==> src/rtl/spi_reg_pkg.sv <==
// -----------------------------------------------------------------------------
// spi_reg_pkg
// Shared definitions for the SPI burst register slave:
//   - state_e     : frame-level state of the slave (CMD, TURN, RD, WR)
//   - WR_BIT      : command bit selecting write (1) or read (0)
//   - ADDR_LSB    : lowest bit of the start-address field in the command word
//   - LEN_W       : width of the burst-length field (burst = LEN+1 words)
//   - len_lsb()   : bit offset of the LEN field for a given address width
// -----------------------------------------------------------------------------
package spi_reg_pkg;

    typedef enum logic [1:0] {
        CMD  = 2'd0,
        TURN = 2'd1,
        RD   = 2'd2,
        WR   = 2'd3
    } state_e;

    localparam int WR_BIT   = 0;
    localparam int ADDR_LSB = 1;
    localparam int LEN_W    = 8;

    // LEN sits directly above the address field.
    function automatic int len_lsb(input int addr_w);
        return ADDR_LSB + addr_w;
    endfunction

endpackage

==> src/rtl/spi_shift_word.sv <==
// -----------------------------------------------------------------------------
// spi_shift_word
// DATA_W-bit MSB-first shift register with a bit counter. Used for the command
// word, received write data and transmitted read data. A load overrides a
// shift and restarts the bit count.
//
// Ports:
//   i_clk         SPI clock (rising edge)
//   i_rst         asynchronous active-high reset
//   i_shift_en    shift one bit in from i_sdi this cycle
//   i_load        parallel load of i_load_data, bit count restarts at 0
//   i_load_data   word to load
//   i_sdi         serial input bit
//   o_msb         current MSB of the shifter (serial output bit)
//   o_word_in     shifter contents including the bit being shifted in now
//   o_word_last   word-done pulse: this shift completes a DATA_W-bit word
// -----------------------------------------------------------------------------
module spi_shift_word #(
    parameter int DATA_W = 32
) (
    input  logic              i_clk,
    input  logic              i_rst,
    input  logic              i_shift_en,
    input  logic              i_load,
    input  logic [DATA_W-1:0] i_load_data,
    input  logic              i_sdi,
    output logic              o_msb,
    output logic [DATA_W-1:0] o_word_in,
    output logic              o_word_last
);

    localparam int CNT_W = $clog2(DATA_W);

    logic [DATA_W-1:0] r_sh;
    logic [CNT_W-1:0]  r_cnt;

    assign o_msb       = r_sh[DATA_W-1];
    assign o_word_in   = {r_sh[DATA_W-2:0], i_sdi};
    assign o_word_last = i_shift_en & (r_cnt == CNT_W'(DATA_W - 1));

    // Shifter and bit counter; the counter wraps to 0 on each completed word.
    always_ff @(posedge i_clk or posedge i_rst) begin
        if (i_rst) begin
            r_sh  <= {DATA_W{1'b0}};
            r_cnt <= {CNT_W{1'b0}};
        end else if (i_load) begin
            r_sh  <= i_load_data;
            r_cnt <= {CNT_W{1'b0}};
        end else if (i_shift_en) begin
            r_sh  <= o_word_in;
            r_cnt <= o_word_last ? {CNT_W{1'b0}} : r_cnt + CNT_W'(1);
        end else begin
            r_sh  <= r_sh;
            r_cnt <= r_cnt;
        end
    end

endmodule

==> src/rtl/spi_reg_burst_slave.sv <==
// -----------------------------------------------------------------------------
// spi_reg_burst_slave
// SPI slave register port with burst access. A DATA_W-bit command word gives
// the direction (bit 0), start address (bits ADDR_W:1) and burst length LEN
// (next 8 bits, burst = LEN+1 words). Data words then stream in (write) or out
// (read, after one turnaround bit) with no gaps. Chip select high resets the
// whole block, discarding any partial command or word.
//
// Ports:
//   sck_i    SPI clock, all logic on its rising edge
//   scs_i    chip select, active-high asynchronous reset
//   sdi_i    serial data in, MSB first
//   sdo_o    serial data out, MSB first; 0 outside of read data
//   addr_o   register address of the current access
//   rdata_i  read data, combinational function of addr_o
//   wdata_o  write data
//   we_o     one-cycle write strobe
//   re_o     one-cycle read strobe (cycle in which rdata_i was captured)
//
// Build option:
//   SPI_REG_BURST_AUTOINC_EN  defined   -> address increments per word
//                             undefined -> address fixed at the start address
// -----------------------------------------------------------------------------
module spi_reg_burst_slave
    import spi_reg_pkg::*;
#(
    parameter int DATA_W = 32,
    parameter int ADDR_W = 4
) (
    input  logic              sck_i,
    input  logic              scs_i,
    input  logic              sdi_i,
    output logic              sdo_o,
    output logic [ADDR_W-1:0] addr_o,
    input  logic [DATA_W-1:0] rdata_i,
    output logic [DATA_W-1:0] wdata_o,
    output logic              we_o,
    output logic              re_o
);

    localparam int LEN_LSB = len_lsb(ADDR_W);

    if (DATA_W < ADDR_W + 9) begin : g_bad_width
        $error("spi_reg_burst_slave: DATA_W must be at least ADDR_W+9");
    end

    state_e            r_state;
    state_e            w_state_nxt;
    logic              w_shift_en;
    logic              w_load;
    logic              w_cmd_done;
    logic              w_we_nxt;
    logic              w_re_nxt;
    logic              w_burst_dec;
    logic              w_msb;
    logic              w_word_last;
    logic [DATA_W-1:0] w_word_in;
    logic [LEN_W-1:0]  r_burst;
    logic [ADDR_W-1:0] r_addr;
    logic [DATA_W-1:0] r_wdata;
    logic              r_we;
    logic              r_re;
    logic              w_burst_zero;

    spi_shift_word #(
        .DATA_W (DATA_W)
    ) u_shift (
        .i_clk       (sck_i),
        .i_rst       (scs_i),
        .i_shift_en  (w_shift_en),
        .i_load      (w_load),
        .i_load_data (rdata_i),
        .i_sdi       (sdi_i),
        .o_msb       (w_msb),
        .o_word_in   (w_word_in),
        .o_word_last (w_word_last)
    );

    assign w_burst_zero = (r_burst == {LEN_W{1'b0}});

    // The shifter MSB is only meaningful as read data while in RD.
    assign sdo_o   = (r_state == RD) ? w_msb : 1'b0;
    assign addr_o  = r_addr;
    assign wdata_o = r_wdata;
    assign we_o    = r_we;
    assign re_o    = r_re;

    // Frame state register.
    always_ff @(posedge sck_i or posedge scs_i) begin
        if (scs_i) begin
            r_state <= CMD;
        end else begin
            r_state <= w_state_nxt;
        end
    end

    // Next-state and per-cycle control decode.
    always_comb begin
        w_state_nxt = r_state;
        w_shift_en  = 1'b0;
        w_load      = 1'b0;
        w_cmd_done  = 1'b0;
        w_we_nxt    = 1'b0;
        w_re_nxt    = 1'b0;
        w_burst_dec = 1'b0;
        case (r_state)
            CMD: begin
                w_shift_en = 1'b1;
                if (w_word_last) begin
                    w_cmd_done  = 1'b1;
                    w_state_nxt = w_word_in[WR_BIT] ? WR : TURN;
                end else begin
                    w_state_nxt = CMD;
                end
            end
            TURN: begin
                // sdi_i is ignored here; the first read word is captured.
                w_load      = 1'b1;
                w_re_nxt    = 1'b1;
                w_state_nxt = RD;
            end
            RD: begin
                w_shift_en = 1'b1;
                if (w_word_last) begin
                    if (w_burst_zero) begin
                        w_state_nxt = CMD;
                    end else begin
                        // Back-to-back reload: next MSB follows the LSB directly.
                        w_load      = 1'b1;
                        w_re_nxt    = 1'b1;
                        w_burst_dec = 1'b1;
                    end
                end else begin
                    w_state_nxt = RD;
                end
            end
            WR: begin
                w_shift_en = 1'b1;
                if (w_word_last) begin
                    w_we_nxt = 1'b1;
                    if (w_burst_zero) begin
                        w_state_nxt = CMD;
                    end else begin
                        w_burst_dec = 1'b1;
                    end
                end else begin
                    w_state_nxt = WR;
                end
            end
            default: begin
                w_state_nxt = CMD;
            end
        endcase
    end

    // Strobes, write data and burst down-counter.
    always_ff @(posedge sck_i or posedge scs_i) begin
        if (scs_i) begin
            r_we    <= 1'b0;
            r_re    <= 1'b0;
            r_wdata <= {DATA_W{1'b0}};
            r_burst <= {LEN_W{1'b0}};
        end else begin
            r_we <= w_we_nxt;
            r_re <= w_re_nxt;
            if (w_we_nxt) begin
                r_wdata <= w_word_in;
            end else begin
                r_wdata <= r_wdata;
            end
            if (w_cmd_done) begin
                r_burst <= w_word_in[LEN_LSB +: LEN_W];
            end else if (w_burst_dec) begin
                r_burst <= r_burst - LEN_W'(1);
            end else begin
                r_burst <= r_burst;
            end
        end
    end

`ifdef SPI_REG_BURST_AUTOINC_EN
    // Address: loaded from the command, advanced the cycle after each strobe.
    always_ff @(posedge sck_i or posedge scs_i) begin
        if (scs_i) begin
            r_addr <= {ADDR_W{1'b0}};
        end else if (w_cmd_done) begin
            r_addr <= w_word_in[ADDR_LSB +: ADDR_W];
        end else if (r_we || r_re) begin
            r_addr <= r_addr + ADDR_W'(1);
        end else begin
            r_addr <= r_addr;
        end
    end
`else
    // Address: loaded from the command and held for the whole burst.
    always_ff @(posedge sck_i or posedge scs_i) begin
        if (scs_i) begin
            r_addr <= {ADDR_W{1'b0}};
        end else if (w_cmd_done) begin
            r_addr <= w_word_in[ADDR_LSB +: ADDR_W];
        end else begin
            r_addr <= r_addr;
        end
    end
`endif

endmodule

==> config.mk <==
export PLATFORM = sky130hd
export DESIGN_NAME = spi_reg_burst_slave
export DESIGN_NICKNAME = d
export VERILOG_FILES = /design/src/rtl/spi_reg_pkg.sv /design/src/rtl/spi_shift_word.sv /design/src/rtl/spi_reg_burst_slave.sv
export SDC_FILE = /design/constraint.sdc
export NUM_CORES = 1
export LEC_CHECK = 0
export CAP_MARGIN = 20
export CORE_ASPECT_RATIO = 0.8
export CORE_MARGIN = 5
export CORE_UTILIZATION = 29
export CTS_BUF_LIST = sky130_fd_sc_hd__clkbuf_4 sky130_fd_sc_hd__clkbuf_8
export CTS_CLUSTER_DIAMETER = 150
export DETAILED_ROUTE_END_ITERATION = 16
export GPL_ROUTABILITY_DRIVEN = 0
export SETUP_SLACK_MARGIN = 0.5
export SYNTH_ARGS = -nofsm -noshare
export SYNTH_HDL_FRONTEND = slang
export SYNTH_SLANG_ARGS = --single-unit
==> constraint.sdc <==
create_clock -name sck_i -period 3.02 [get_ports sck_i]
set_input_delay 0.604 -clock sck_i [delete_from_list [all_inputs] [get_ports sck_i]]
set_output_delay 0.604 -clock sck_i [all_outputs]
set_load 0.01 [all_outputs]
**Word-level counts from Yosys, hierarchy flattened**

Index checks and enable logic that the tools add are counted.

- Bits in registers: 85
- Input port bits: 35
- Output and inout bits: 39
- Word-level logic and storage cells: 43

- $add $sub $neg: 2
- Eq/ne operators: 4
- Multiplexer cells: 22
- Bitwise operators: 1
- Reductions and logical operators: 6

Operators by type and width:

| operator | count |
|---|---|
| 2-to-1 mux 32 bit | 2 |
| 2-to-1 mux 8 bit | 2 |
| 2-to-1 mux 5 bit | 3 |
| 2-to-1 mux 2 bit | 5 |
| zero test 8 bit | 1 |
| 2-to-1 mux 1 bit | 8 |
| case mux 2 bit (4 select lines) | 1 |
| subtractor 8 x 1 -> 8 bit (second input constant) | 1 |
| adder 5 x 1 -> 5 bit (second input constant) | 1 |
| == test 5 bit (second input constant) | 1 |
| == test 2 bit (second input constant) | 2 |
| nonzero test 2 bit | 2 |
| OR reduction 3 bit | 1 |
| == test 2 x 1 -> 1 bit (second input constant) | 1 |
| zero test 2 bit | 1 |
| case mux 1 bit (2 select lines) | 1 |
| OR reduction 2 bit | 1 |
| AND 1 bit | 1 |

**Logic depth before layout (Yosys ltp)**

Gate-level depths: netlist of the first run.

- Depth in word-level cells: 8
- Depth in mapped cells: 9
- Gate-level depth less buffers: 7

**Cells and area by module**

From an unflattened synthesis of the first run, not the netlist that was laid out.

- Cells, all modules: 347
- Area total of the unflattened synthesis: 3,936.3 sq um

By module, submodules not included:

| module | instances | cells each | area each (sq um) | sequential area each (sq um) |
|---|---|---|---|---|
| spi_reg_burst_slave | 1 | 178 | 2,175.8 | 1,201.2 |
| spi_shift_word | 1 | 169 | 1,760.4 | 925.9 |

**Worst setup path after synthesis of the first run**

No wires, ideal clock.

- Path kind: reg-to-reg
- From: register u_shift.r_cnt[0]
- To: register r_wdata[10] (netlist: wdata_o[10])
- Arrival: 2.087 ns
- Data required time: 2.895 ns
- Setup slack: 0.808 ns
- Stages on the path, launching flop included: 8
- Path buffers: 1
- Period minus slack after synthesis: 2.212 ns
- Path through: dfrtp_1 -> ha_1 -> and3_1 -> ha_1 -> nor2b_1 -> nand2_1 -> buf_1 -> mux2_2

- Longest elaborated chain between the ends: 4

RTL lines:

| what | RTL line | RTL |
|---|---|---|
| from (decl) | spi_shift_word.sv:35 | `logic [CNT_W-1:0] r_cnt;` |
| from (signal assigned) | spi_shift_word.sv:45 | `r_cnt <= {CNT_W{1'b0}};` |
| from (signal assigned) | spi_shift_word.sv:48 | `r_cnt <= {CNT_W{1'b0}};` |
| from (signal assigned) | spi_shift_word.sv:51 | `r_cnt <= o_word_last ? {CNT_W{1'b0}} : r_cnt + CNT_W'(1);` |
| == test 5 bit | spi_shift_word.sv:39 | `assign o_word_last = i_shift_en & (r_cnt == CNT_W'(DATA_W - 1));` |
| AND 1 bit | spi_shift_word.sv:39 |  |
| 2-to-1 mux 1 bit | spi_reg_burst_slave.sv:139 | `if (w_word_last) begin` |
| 2-to-1 mux 1 bit | spi_reg_burst_slave.sv:106 | `case (r_state)` |
| to (signal assigned) | spi_reg_burst_slave.sv:161 | `r_wdata <= {DATA_W{1'b0}};` |
| to (signal assigned) | spi_reg_burst_slave.sv:167 | `r_wdata <= w_word_in;` |
| to (signal assigned) | spi_reg_burst_slave.sv:169 | `r_wdata <= r_wdata;` |
| to (decl) | spi_reg_burst_slave.sv:60 | `logic [DATA_W-1:0] r_wdata;` |

No other way between the ends.
A chain may end at the register's enable or synchronous reset.

**Worst setup path in the final report of the first run**

- From: register r_state[0]
- To: output sdo_o

- Longest elaborated chain between the ends: 2

RTL lines:

| what | RTL line | RTL |
|---|---|---|
| from (decl) | spi_reg_burst_slave.sv:47 | `state_e r_state;` |
| from (signal assigned) | spi_reg_burst_slave.sv:93 | `r_state <= w_state_nxt;` |
| == test 2 bit | spi_reg_burst_slave.sv:82 | `assign sdo_o = (r_state == RD) ? w_msb : 1'b0;` |
| 2-to-1 mux 1 bit | spi_reg_burst_slave.sv:82 |  |
| to (decl) | spi_reg_burst_slave.sv:33 | `output logic sdo_o,` |

No other way between the ends.

==> summary.md, run 1 <==
| Metric | Value |
|---|---|
| DP HPWL | 5.82 mm |
| Vias in the first global route | 2676 |
| Core region area | 13500 sq um |
| Synth warn | 0 |
| Initial Util | 0.294 |
| CP endpoint kind | primary output |
| Post-synth cell types | 42 |
| Largest net degree at the start of global routing | 33 |
| Hold path cells | 2 |
| CP max FO | 5 |
| P_leak | 2.29 nW |
| I/O pin cnt | 74 |
| Hold_buf cts | 0 |
| Peak VDD IR | 0.000172 V |
| IO buf count | 73 |
| Total wire length | 8.30 mm |
| Die width | 141 um |
| N_diodes | 0 |
| Clk root buf | clkbuf_8 |
| Pwr dens | 424 nW/um^2 |
| Final Core Density | 0.383 |
| Total grt overflow | 0 |
| Syn Nets | 346 |
| Worst hold path class | register to register |
| Layout Nets | 424 |
| Final ANT Viol Nets | 0 |
| Initial antenna violation count | 0 |
| DR iter-0 viols | 71 |
| Clk_lat worst skew | 0.37 ns |
| DRC | 0 |
| Hold worst-path end | addr_o[1] |
| CP Data Required Time | 2.42 ns |
| Drt first pass iters | 4 |
| GR Util All Layers | 0.111 |
| RSZ-0062 raised after global routing | false |
| CTS Buffer Depth | 2 |
| Reg clk slew, reported paths | 0.08 ns |
| Mapped Avg Cell Area | 13.1 sq um |
| Slew headroom | 0.521 |
| Clk sink count | 85 |
| Slew Viols, Final | 0 |
| Post-route minimum period | 2.43 ns |
| Max-Cap Viols | 0 |
| Worst r2r src | u_shift.r_cnt[0] |
| Rows | 38 |
| Final hold vios | 0 |
| Sequential-to-total area share from yosys stat | 0.537 |
| Worst Skew | 0.0161 ns |
| DR WL/cell | 14.7 um |
| Reg2reg end | r_burst[5] |
| Setup violators final | 0 |
| Placed cells | 550 |
| First-pass GRT wire length | 14.0 mm |
| TritonCTS Buffers | 9 |
| Ratio of final minimum period to clock period | 0.804 |
| Slew @ Worst Pin | 0.717 ns |
| Worst R2R Setup Slack | 0.67 ns |
| Full die area | 16100 sq um |
| Die H | 115 um |
| Via/cell ratio | 4.52 |
| Most common cell after layout, fill and taps aside | mux2_2 |
| Arrival @ worst endpoint | 1.82 ns |
| Yosys reg bits | 85 |
| CP startpoint kind | register |
| FMAX | 412 MHz |
| Crit Path Class | register to primary output |
| H-tree levels | 3 |
| Post-route insts no fill | 565 |
| Worst Reg-to-Reg Cells | 7 |
| Leading cell types in the layout, fill and taps excluded | mux2_2 (97), dfrtp_1 (85), clkdlybuf4s50_1 (73) |
| CTS tree | built |
| Outcome | finished clean |
| Final setup TNS | 0 ns |
| Post-Syn Area | 3960 sq um |
| Area Overhead vs Synth | 30.0% |
| Gate Count Post-Synth | 303 |
| Hold_sp | addr_o[1] |
| Share of cells above drive strength 1 | 0.343 |
| Via count of the routed design | 2556 |
## metal layers
layer	vias to the layer above	wire length [um]	GRT usage
li1	1231	-	-
met1	1267	4000	0.147
met2	49	3770	0.169
met3	9	408	0.0372
met4	0	127	0.0387
met5	-	0	0
## through the flow
step	hold WS (ns)	instance area (sq um)	power [mW]	worst slack, ns
finish	0.482	5150	2.18	0.591
global route	0.522	5150	2.29	0.511
CTS	0.487	5140	2.24	0.533
detailed placement	0.466	4920	1.32	0.667
global placement	0.463	4920	1.32	0.746
floorplan	0.469	3970	1.25	0.808
## state kept, by name, summed over array words and instances, names as in the netlist
name and cells:
r_burst 8, wdata_o 32, we_o 1, re_o 1, addr_o 4, r_state 2, u_shift.r_sh 32, u_shift.r_cnt 5
## cells by family (layout without fill, tap and decap cells)
group           count (synthesis)  after routing  synth area share
mux                           100            100             0.283
flops                          85             85             0.537
compound gates                 22             22            0.0439
xor+xnor                        1              1           0.00221
fa+ha+maj                       8              8            0.0253
simple gates                   66             66            0.0834
buf+inv                        21            103            0.0249
## worst max-delay path, cell delays in order, from the launching register on
cell	delay, ns
dfrtp_1	0.44
inv_1	0.11
ha_2	0.22
and2_1	0.16
clkdlybuf4s50_1	0.54
## area by class of cell
class	instances	area, sq um
flip-flops and latches	85	2130
repair buffers	81	803
clock inverters	4	72.6
multi-input cells	197	1750
fillers	1306	8310
well taps	180	225
clock buffers	11	145
inverters	7	30.0
## what timing repair did
| action | 4_1_cts | 5_1_grt |
|---|---|---|
| setup endpoints to repair | 0 | 13 |
| resized for setup | 0 | 3 |
| buffers inserted | 0 | 0 |
## synth_stat cells
| cell type | instances | area (sq um) |
|---|---|---|
| nor4_1 | 1 | 6.26 |
| or3_1 | 2 | 12.5 |
| o311ai_0 | 1 | 8.76 |
| xnor2_1 | 1 | 8.76 |
| a21o_1 | 1 | 7.51 |
| and2_1 | 1 | 6.26 |
| nor2b_1 | 3 | 18.8 |
| and3_1 | 3 | 18.8 |
| a31o_2 | 2 | 17.5 |
| buf_6 | 1 | 11.3 |
| a211o_1 | 1 | 8.76 |
| nand4_1 | 1 | 6.26 |
| a211oi_1 | 3 | 22.5 |
| mux2i_1 | 3 | 30.0 |
| o21ai_0 | 4 | 20.0 |
| o22ai_1 | 1 | 6.26 |
| clkbuf_1 | 5 | 18.8 |
| nor4_2 | 1 | 12.5 |
| or4_1 | 3 | 22.5 |
| buf_1 | 4 | 15.0 |
| nand3_1 | 5 | 25.0 |
| dfrtp_1 | 85 | 2130 |
| a32o_1 | 1 | 10.0 |
| nor3_1 | 2 | 10.0 |
| a211oi_2 | 1 | 12.5 |
| a21oi_1 | 3 | 15.0 |
| buf_2 | 1 | 5.00 |
| inv_2 | 1 | 3.75 |
| a2bb2oi_1 | 1 | 8.76 |
| nor3b_1 | 1 | 7.51 |
| nand3b_1 | 2 | 15.0 |
| nor2_1 | 15 | 56.3 |
| a22o_1 | 1 | 8.76 |
| buf_4 | 3 | 22.5 |
| nand2_1 | 24 | 90.1 |
| ha_1 | 8 | 100 |
| mux2_2 | 97 | 1090 |
| inv_1 | 6 | 22.5 |
| a22oi_4 | 1 | 21.3 |
| nand2b_4 | 1 | 13.8 |
| and3b_1 | 1 | 8.76 |
| a31oi_1 | 1 | 6.26 |
## worst max-delay path by stage
| stage | start | endpoint | cells past startpoint |
|---|---|---|---|
| 4_1_cts | r_state[0] | sdo_o | 4 |
| 3_5_place_dp | u_shift.r_cnt[0] | r_burst[5] | 7 |
| 6_report | r_state[0] | sdo_o | 4 |
| 3_3_place_gp | u_shift.r_cnt[0] | u_shift.r_sh[18] | 7 |
| 2_1_floorplan | u_shift.r_cnt[0] | wdata_o[10] | 7 |
| 5_1_grt | r_state[0] | sdo_o | 4 |
## report_power, final
| group | switching, mW | internal (mW) | total [mW] |
|---|---|---|---|
| Sequential | 0.0180 | 1.16 | 1.18 |
| Combinational | 0.0415 | 0.0750 | 0.116 |
| Clock | 0.399 | 0.492 | 0.891 |
| Total | 0.458 | 1.73 | 2.18 |
(Power assumes the default switching activity.)
==> run 2: changes to the inputs <==
clock period = 2.01 ns   (was 3.02 ns; I/O delays follow)
==> summary.md, run 2 (synthesis results as in run 1) <==
| Metric | Value |
|---|---|
| Outcome | complete, but fails checks |
| Failing checks | setup timing |
| Largest net degree at the start of global routing | 86 (+160%) |
| CP endpoint kind | register |
| CP max FO | 4 (-1) |
| N_diodes | 0 (unchanged) |
| DR WL/cell | 16.6 um (+13%) |
| Crit Path Class | register to register |
| Die width | 141 um (unchanged) |
| Layout Nets | 467 (+10%) |
| Pwr dens | 547 nW/um^2 (+29%) |
| Initial Util | 0.294 (unchanged) |
| Rows | 38 (unchanged) |
| Vias in the first global route | 3044 (+14%) |
| Worst hold path class | input pin to async pin |
| Slew headroom | 0.693 (+0.171) |
| Hold_buf cts | 0 (unchanged) |
| Setup violators final | 54 (+54) |
| Total wire length | 10.1 mm (+21%) |
| IO buf count | 73 (unchanged) |
| Worst Skew | 0.00792 ns (-0.00819 ns) |
| TritonCTS Buffers | 9 (unchanged) |
| Post-route minimum period | 2.11 ns |
| Drt first pass iters | 4 (unchanged) |
| Reg clk slew, reported paths | 0.08 ns (about the same) |
| Arrival @ worst endpoint | 2.39 ns (+0.57 ns) |
| First-pass GRT wire length | 16.0 mm (+15%) |
| I/O pin cnt | 74 (unchanged) |
| P_leak | 2.87 nW (+25%) |
| Full die area | 16100 sq um (unchanged) |
| Clk_lat worst skew | 0.37 ns (about the same) |
| Core region area | 13500 sq um (unchanged) |
| Worst Reg-to-Reg Cells | 7 (unchanged) |
| Via/cell ratio | 4.63 (+2.3%) |
| Peak VDD IR | 0.000402 V (+130%) |
| Total grt overflow | 0 (unchanged) |
| Final setup TNS | -2.15 ns (-2.15 ns) |
| Worst r2r src | u_shift.r_cnt[1] |
| CTS Buffer Depth | 2 (unchanged) |
| Slew @ Worst Pin | 0.461 ns (-0.256 ns) |
| Final ANT Viol Nets | 0 (unchanged) |
| Ratio of final minimum period to clock period | 1.05 |
| RSZ-0062 raised after global routing | true |
| Initial antenna violation count | 0 (unchanged) |
| FMAX | 474 MHz |
| Via count of the routed design | 2815 (+10%) |
| CP Data Required Time | 2.29 ns (-0.13 ns) |
| DR iter-0 viols | 87 (+23%) |
| Fin worst setup slack | -0.100 ns (-0.691 ns) |
| Most common cell after layout, fill and taps aside | dfrtp_1 |
| Leading cell types in the layout, fill and taps excluded | dfrtp_1 (85), mux2_2 (84), clkdlybuf4s50_1 (34), dlygate4sd2_1 (34), buf_4 (26) |
| Tot Pwr | 3.22 mW (+47%) |
| GR Util All Layers | 0.128 (+0.0173) |
| CP startpoint kind | register |
| Post-route cell area | 5880 sq um (+14%) |
| H-tree levels | 3 (unchanged) |
| Register area | 2130 sq um (unchanged) |
| Final hold vios | 0 (unchanged) |
| Max-Cap Viols | 0 (unchanged) |
| Clk root buf | clkbuf_8 |
| DP HPWL | 6.24 mm (+7.3%) |
| DRC | 0 (unchanged) |
| Reg2reg end | r_burst[5] |
| Die H | 115 um (unchanged) |
| Slew Viols, Final | 0 (unchanged) |
| Area Overhead vs Synth | 48.5% |
| Worst R2R Setup Slack | -0.10 ns (-0.77 ns) |
| Fillers | 1232 (-5.7%) |
| CTS tree | built |
| Share of cells above drive strength 1 | 0.477 (+0.134) |
| Area of the multi-input gates | 2000 sq um (+15%) |
| Clk sink count | 85 (unchanged) |
| Post-DP Area | 5160 sq um (+4.8%) |
[run 2: cell count changes in the layout (fill, tap and decap cells not counted), sizes merged]
cell / change
buf: +42
bufinv: -1
clkbuf: +5
clkdlybuf4s15: +4
clkdlybuf4s50: -39
clkinv: -1
clkinvlp: -1
dlygate4sd2: +34
[run 2: repair_timing]
action	4_1_cts	5_1_grt
endpoints found under the setup margin	122	92
endpoints found under the hold margin	0	0
resized for setup	87	20
pin swaps	16	11
setup buffers	15	9
gates cloned	2	2
[run 2: layout make-up]
cell class	instances	area share
multi-input combinational	197	0.340
tap	180	0.0383
clock inverter	1	0.00510
inverter	7	0.00510
timing repair buffer	124	0.220
sequential	85	0.362
clock buffer	14	0.0296
[run 2: metal layers]
metal  vias up  GRT usage  part of all wire
met5         -          0                 0
met4         0     0.0413             0.018
met3        16     0.0459             0.041
met2        59      0.210              0.50
met1      1420      0.158              0.44
li1       1320          -                 -
[run 2: through the flow]
stage	util	std cells	hold WS, ns	setup WS [ns]
2_1_floorplan	-	303	0.471	-0.0289
3_3_place_gp	0.383	565	0.489	-0.0197
3_5_place_dp	0.383	565	0.487	-0.0659
4_1_cts	0.423	597	0.502	-0.0463
5_1_grt	0.437	608	0.523	-0.130
6_report	0.437	608	0.501	-0.100
[run 2: how the worst max path moves through the flow]
| stage | from | endpoint | slack, ns | depth (start not counted) |
|---|---|---|---|---|
| global route | u_shift.r_cnt[1] | r_burst[5] | -0.13 | 7 |
| floorplan | u_shift.r_cnt[0] | r_burst[5] | -0.03 | 7 |
| CTS | u_shift.r_cnt[1] | r_burst[5] | -0.05 | 7 |
| finish | u_shift.r_cnt[1] | r_burst[5] | -0.10 | 7 |
| global placement | u_shift.r_cnt[1] | r_burst[5] | -0.02 | 7 |
| detailed placement | u_shift.r_cnt[1] | r_burst[5] | -0.07 | 7 |
[run 2: critical path: stages (launching register included)]
cell	delay [ns]
dfrtp_1	0.37
ha_2	0.20
and3_4	0.19
ha_4	0.15
nand2b_4	0.06
or4_4	0.48
or4_4	0.42
a31oi_1	0.15
[run 2: power breakdown]
part	switching [mW]	total [mW]	internal [mW]	leakage (nW)
registers	0.0316	1.77	1.74	1.10
logic	0.0591	0.171	0.112	1.67
clock network	0.593	1.27	0.679	0.107
==> run 3: changes to the inputs <==
DONT_BUFFER_PORTS = 1   (was default)
clock period = 1.9 ns   (was 2.01 ns; I/O delays follow)
==> summary.md, run 3 (synthesis results as in run 1) <==
| Metric | Value |
|---|---|
| Outcome | complete, but fails checks |
| Failing checks | setup timing |
| Full die area | 16100 sq um (unchanged) |
| Final hold vios | 0 (unchanged) |
| H-tree levels | 3 (unchanged) |
| Total wire length | 9.54 mm (-5.2%) |
| Max-Cap Viols | 0 (unchanged) |
| Setup violators final | 65 (+20%) |
| Slew headroom | 0.666 (-0.0269) |
| Worst hold path class | input pin to register |
| Hold path cells | 1 |
| CP max FO | 6 (+2) |
| RSZ-0062 raised after global routing | true |
| Share of cells above drive strength 1 | 0.537 (+0.0599) |
| Slew @ Worst Pin | 0.500 ns (+0.0393 ns) |
| Worst Skew | 0.0128 ns (+0.00490 ns) |
| Post-DP Area | 4520 sq um (-12%) |
| Worst Reg-to-Reg Cells | 7 (unchanged) |
| Layout Nets | 395 (-15%) |
| Area Overhead vs Synth | 28.4% |
| CP Data Required Time | 2.14 ns (-0.15 ns) |
| Via count of the routed design | 2512 (-11%) |
| CP endpoint kind | register |
| Clk_lat worst skew | 0.35 ns (-0.02 ns) |
| Clk sink count | 85 (unchanged) |
| Final ANT Viol Nets | 0 (unchanged) |
| Fillers | 1280 (+3.9%) |
| CP startpoint kind | register |
| Leading cell types in the layout, fill and taps excluded | mux2_2 (86), dfrtp_1 (84), buf_4 (32) |
| Die width | 141 um (unchanged) |
| Crit Path Class | register to register |
| DR iter-0 viols | 95 (+9.2%) |
| Pwr dens | 669 nW/um^2 (+22%) |
| N_diodes | 0 (unchanged) |
| Initial Util | 0.294 (unchanged) |
| DR WL/cell | 17.8 um (+7.5%) |
| IO buf count | 0 (-100%) |
| Slew Viols, Final | 0 (unchanged) |
| Clk root buf | clkbuf_8 |
| Arrival @ worst endpoint | 2.29 ns (-0.10 ns) |
| FMAX | 486 MHz (+2.6%) |
| Post-route minimum period | 2.06 ns (-0.0529 ns) |
| Total grt overflow | 0 (unchanged) |
| Core region area | 13500 sq um (unchanged) |
| Post-route insts no fill | 536 (-12%) |
| Largest net degree at the start of global routing | 32 (-63%) |
| Placed cells | 505 (-11%) |
| Drt first pass iters | 6 (+2) |
| Post-route cell area | 5090 sq um (-14%) |
| Rows | 38 (unchanged) |
| TritonCTS Buffers | 9 (unchanged) |
| Worst Setup EP | u_shift.r_sh[18] |
| Vias in the first global route | 2663 (-13%) |
| Hold slack | 0.167 ns (-0.333 ns) |
| DP HPWL | 6.38 mm (+2.4%) |
| Worst setup path start | u_shift.r_cnt[0] |
| Worst R2R Setup Slack | -0.16 ns (-0.06 ns) |
| Reg clk slew, reported paths | 0.09 ns (about the same) |
| Ratio of final minimum period to clock period | 1.08 (+0.0329) |
| Via/cell ratio | 4.69 (+1.2%) |
| Register area | 2130 sq um (about the same) |
| Peak VDD IR | 0.000343 V (-15%) |
| Fin worst setup slack | -0.157 ns (-0.0571 ns) |
| Most common cell after layout, fill and taps aside | mux2_2 |
| P_leak | 2.38 nW (-17%) |
| Worst r2r src | u_shift.r_cnt[0] |
| Reg2reg end | u_shift.r_sh[18] |
| CTS tree | built |
| GR Util All Layers | 0.116 (-0.0124) |
| CTS Buffer Depth | 2 (unchanged) |
| Tot Pwr | 3.40 mW (+5.8%) |
| Area of the multi-input gates | 1900 sq um (-4.9%) |
| Die H | 115 um (unchanged) |
| DRC | 0 (unchanged) |
| First-pass GRT wire length | 14.4 mm (-9.9%) |
| Initial antenna violation count | 0 (unchanged) |
| I/O pin cnt | 74 (unchanged) |
## run 3: cell types whose count changed in the layout (fill, tap and decap cells not counted), sizes merged
cell / previous run / this run
buf: 50 / 48
bufinv: 1 / 2
clkbuf: 16 / 14
clkdlybuf4s15: 4 / 0
clkdlybuf4s50: 34 / 0
clkinv: 0 / 1
clkinvlp: 1 / 2
dlygate4sd2: 34 / 0
dlygate4sd3: 0 / 1
## run 3: per-layer routing
metal | routed length (um) | global-route usage | vias up | share of wire
li1 | - | - | 1187 | -
met3 | 459 | 0.0405 | 9 | 0.048
met2 | 4740 | 0.185 | 47 | 0.50
met5 | 0 | 0 | - | 0
met1 | 4200 | 0.142 | 1269 | 0.44
met4 | 144 | 0.0504 | 0 | 0.015
## run 3: repair_timing
action / in CTS / in global routing
setup buffers: 5 / 3
hold endpoints to repair: 16 / 0
gates cloned: 2 / 5
setup endpoints to repair: 86 / 86
pin swaps: 3 / 4
hold buffers: 1 / 0
gates resized for setup: 28 / 5
## run 3: worst min path at each step
stage	from	slack, ns	to
global placement	scs_i	0.31	u_shift.r_sh[2]
global route	rdata_i[29]	0.13	u_shift.r_sh[29]
detailed placement	scs_i	0.31	u_shift.r_sh[2]
floorplan	u_shift.r_sh[0]	0.47	addr_o[0]
CTS	rdata_i[29]	0.15	u_shift.r_sh[29]
finish	rdata_i[29]	0.17	u_shift.r_sh[29]
## run 3: area by class of cell
type / count / area share
Timing Repair Buffer: 52 / 0.115
Inverter: 7 / 0.00590
Sequential cell: 85 / 0.418
Tap cell: 180 / 0.0443
Multi-Input combinational cell: 197 / 0.374
Clock buffer: 11 / 0.0285
Clock inverter: 4 / 0.0143
## run 3: power breakdown
group / internal, mW / leakage [nW] / switching, mW
Combinational: 0.0642 / 1.17 / 0.0521
Clock: 0.782 / 0.109 / 0.630
Sequential: 1.84 / 1.10 / 0.0325
Total: 2.69 / 2.38 / 0.715
## run 3: critical path, cell delays in order, from the launching register on
cell	delay, ns
dfrtp_1	0.39
ha_2	0.19
and3_4	0.15
ha_4	0.16
and3_1	0.20
a22oi_4	0.30
clkbuf_16	0.22
mux2_2	0.32
## run 3: stage by stage
| step | utilization | setup WS (ns) | setup TNS, ns |
|---|---|---|---|
| after detailed placement | 0.336 | -0.126 | -3.68 |
| after floorplan | - | -0.139 | -1.99 |
| after global routing | 0.378 | -0.242 | -12.22 |
| after global placement | 0.336 | -0.0988 | -1.67 |
| final | 0.378 | -0.157 | -6.33 |
| after CTS | 0.367 | -0.114 | -3.81 |
